--- config.mk ---
export PLATFORM = sky130hd
export DESIGN_NAME = sys_tx_fifo
export DESIGN_NICKNAME = d
export VERILOG_FILES = /design/src/rtl/sys_tx_fifo.sv
export SDC_FILE = /design/constraint.sdc
export NUM_CORES = 1
export LEC_CHECK = 0
export CORE_ASPECT_RATIO = 1.75
export CORE_MARGIN = 3
export CORE_UTILIZATION = 50
export DETAILED_ROUTE_END_ITERATION = 10
export HOLD_SLACK_MARGIN = 0.12
export PLACE_DENSITY = 0.7
export SLEW_MARGIN = 20
export SYNTH_ARGS = -nofsm -noshare
export SYNTH_HDL_FRONTEND = slang
export SYNTH_SLANG_ARGS = --single-unit
--- constraint.sdc ---
create_clock -name CLK -period 7.8 [get_ports CLK]
set_input_delay 1.17 -clock CLK [delete_from_list [all_inputs] [get_ports CLK]]
set_output_delay 1.17 -clock CLK [all_outputs]
set_load 0.05 [all_outputs]
--- src/rtl/sys_tx_fifo.sv ---
// sys_tx_fifo: first-word-fall-through byte FIFO buffering the controller TX stream for the serial transmitter
module sys_tx_fifo #(
   parameter int DATA_WIDTH = 8,
   parameter int DEPTH = 8,
   parameter int PTR_W = $clog2(DEPTH)
) (
   input  logic                  CLK,
   input  logic                  RST,
   input  logic [DATA_WIDTH-1:0] WR_DATA,
   input  logic                  WR_INC,
   output logic                  FULL,
   input  logic                  RD_INC,
   output logic [DATA_WIDTH-1:0] RD_DATA,
   output logic                  EMPTY,
   output logic [PTR_W:0]        COUNT,
   output logic                  OVERFLOW,
   output logic                  UNDERFLOW
);
   logic [DATA_WIDTH-1:0] mem [DEPTH];
   logic [PTR_W:0] wr_ptr, rd_ptr;
   logic do_wr, do_rd;
   // flags come only from registered pointers so FULL is stable while the controller decides
   assign EMPTY = wr_ptr == rd_ptr;
   assign FULL = wr_ptr[PTR_W-1:0] == rd_ptr[PTR_W-1:0] && wr_ptr[PTR_W] != rd_ptr[PTR_W];
   assign COUNT = wr_ptr - rd_ptr;
   assign RD_DATA = mem[rd_ptr[PTR_W-1:0]];
   assign do_wr = WR_INC && !FULL;
   assign do_rd = RD_INC && !EMPTY;
   always_ff @(posedge CLK) begin
      if (RST) begin
         wr_ptr <= '0;
         rd_ptr <= '0;
         OVERFLOW <= 1'b0;
         UNDERFLOW <= 1'b0;
         for (int i = 0; i < DEPTH; i++) mem[i] <= '0;
      end else begin
         if (do_wr) begin
            mem[wr_ptr[PTR_W-1:0]] <= WR_DATA;
            wr_ptr <= wr_ptr + (PTR_W+1)'(1);
         end
         if (do_rd) rd_ptr <= rd_ptr + (PTR_W+1)'(1);
         if (WR_INC && FULL) OVERFLOW <= 1'b1;
         if (RD_INC && EMPTY) UNDERFLOW <= 1'b1;
      end
   end
endmodule

==> metrics.cfg <==
[routing]
vias_per_cell = 5.69
drcViolationCount = 0
wirelength_um = 7430
wl_met2_um = 4260
drtIter0Drc = 165
top_layer = met4
wl_met1_um = 2740
drtAntennaViolNets = 0
vias = 2116
wl_met3_um = 301
wire_per_inst_um = 20.0
firstDrtPassIters = 4

[synth]
synth_common_cells = 78 x nor2_1, 64 x edfxtp_1, 17 x nand2_1
seq_area_frac_synth_pct = 62.0
async_reset_ff_share_pct = 0
synth_top_area_cell = edfxtp_1
synth_top_area_share_pct = 54.6
synth_flop_cell = edfxtp_1
synth-xor-area-share_pct = 2.24
post-synth-top-count-cell = nor2_1
synth_top_family_by_area = multiplexers
synth-edff-count = 64
synthTopCellsByArea = edfxtp_1 55%, nor2_1 8.3%, mux4_2 7.7%, dfxtp_1 7.4%, mux4_1 3.0%
avgSynthCellArea_um2 = 13.5
synthSimpleGateAreaFrac_pct = 12.3
synthDistinctLibCells = 30
synthMuxAreaShare_pct = 14.1
syn_area_mm2 = 0.00352
synth_cells = 260
synth.yosys.warnings = 0
synth_nets = 278
synth-compound-area-share_pct = 3.31
yosys_register_bits = 77
synth_fa_ha_area_share_pct = 2.35

[global_route]
gr-usage-all-layers_pct = 20.2
grt_max_degree = 21
grt_pass1_vias = 2223
grt.overflow.total = 0
antenna_found_initial = 0
grt_pass1_wl_um = 11900

[critical_path]
required_ns = 6.63
reg2reg_from = wr_ptr[0]
arrival_ns = 2.97
critPathMaxFanout = 16
r2r_cells = 6
timing.reg2reg.setup_slack_ns = 4.41
start_kind = flop
r2r-end = mem[6][0]
crit_type = reg2out
cp-end-kind = output port

[layout]
nets = 303
antenna_cells = 0
drive_above_1_share_pct = 14.5
syn_to_final_growth_pct = 17.5
fillers = 525

[clocking]
cts_root_buf = clkbuf_16
cts_buffers = 9
htree_levels = 3
tritoncts = done
clk_path_buf_depth = 2
post_cts_buffers = 0
clk_pin_slew_worst_paths_ns = 0.05
postCtsHoldBufs = 0
cts_num_sinks = 77
clk_latency_ns = 0.33
cts_resized = 0

[run_status]
run_status = completed

[timing]
rsz0062_at_grt = false
fin_crit_sh_pct = 53.1
worst_clock_skew_ns = 0.00550
finalSetupViolations = 0
fin_setup_tns_ns = 0
hold_violations = 0
fmax_ghz = 0.242
relSlewSlack_pct = 26.7
slew_violations = 0
finalCriticalPeriod_ns = 4.14
worstMarginPinSlew_ns = 1.10
hold_ws_ns = 0.471

[placement]
gp_congestion = 0.763
portBuffers = 27
dp_hpwl_um = 5130

[job]
maxCapViolations = 0

[floorplanning]
dieHeight_um = 117
fp.dieArea_mm2 = 0.00812
coreArea_mm2 = 0.00669
die_x_um = 69.4
initial_utilization_pct = 52.6
pin_count = 28
rows = 39

[worst_hold_path]
holdPathEnd = UNDERFLOW
min_path_type = reg2reg
hold_path_depth = 2
min_from = UNDERFLOW

[power]
finalPower_uw = 1220
vdd_ir_drop_max_v = 0.000208
p_leak_uw = 0.00147
powerDensity_mw_per_mm2 = 295

[worst max-delay path: stages, from the launching register on]
cell and delay [ns]:
dfxtp_1 1.00, mux4_1 0.65, mux2_2 0.29, clkdlybuf4s50_1 0.70
[worst max path at each step]
stage / startpoint / to / slack, ns / depth (start not counted)
2_1_floorplan: wr_ptr[0] / COUNT[2] / 4.63 / 5
3_3_place_gp: flop / RD_DATA[2] / 3.97 / 3
3_5_place_dp: WR_INC / mem[6][1] / 3.87 / 4
4_1_cts: flop / RD_DATA[2] / 3.57 / 3
5_1_grt: flop / RD_DATA[2] / 3.48 / 3
6_report: flop / RD_DATA[2] / 3.66 / 3
[per-layer routing]
layer  GRT usage [%]  vias to the layer above
li1                -                      978
met1            22.3                     1062
met2            37.7                       66
met3            4.19                       10
met4            8.21                        0
met5               0                        -
[layout make-up]
cell class                 instances  area, um^2  share of cell area, %
clock inverter                     7         113                   2.73
tap                               82         103                   2.48
clock buffer                       9         225                   5.45
multi-input combinational        162        1210                   29.3
timing repair buffer              27         270                   6.54
inverter                           8        30.0                  0.727
sequential                        77        2180                   52.8
[through the flow]
stage	util [%]	area [um^2]	worst slack, ns	instances
after floorplan	-	3520	4.63	260
after global placement	56.7	3790	3.97	356
after detailed placement	56.7	3790	3.87	356
after CTS	61.8	4130	3.57	372
after global routing	61.8	4130	3.48	372
final	61.8	4130	3.66	372
[kinds of logic (layout without fill, tap and decap cells)]
| family | after synthesis | count (layout) |
|---|---|---|
| AO/OA/AOI/OAI | 16 | 16 |
| XOR/XNOR | 9 | 9 |
| flip-flops | 77 | 77 |
| adder cells (fa/ha/maj) | 6 | 6 |
| multiplexers | 27 | 27 |
| buffers and inverters | 21 | 51 |
| AND/OR/NAND/NOR | 104 | 104 |
[state kept, by name, indices dropped and copies added (netlist names), named ones only]
register,count
OVERFLOW,1
UNDERFLOW,1
mem,64
wr_ptr,4
rd_ptr,4
[layout by cell type (no fill, tap or decap), drive strengths merged]
master         count
o21bai             7
a21boi             1
mux2               9
nand4              2
clkinv             3
dfxtp             13
a21o               1
clkdlybuf4s50     27
o21ai              1
a21oi              5
inv                9
and3               1
nand3              5
clkbuf             9
mux4              16
nand2             17
edfxtp            64
bufinv             3
xor2               2
xnor2              7
mux2i              2
o211ai             1
fa                 1
nor2              78
ha                 5
or2                1
[power by group]
part | switching, uW | total (uW) | internal [uW] | leakage, uW
clock | 156 | 467 | 311 | 0.000167
combinational | 149 | 252 | 104 | 0.000527
sequential | 27.8 | 498 | 470 | 0.000772
Power figures use the tool's default switching activity.
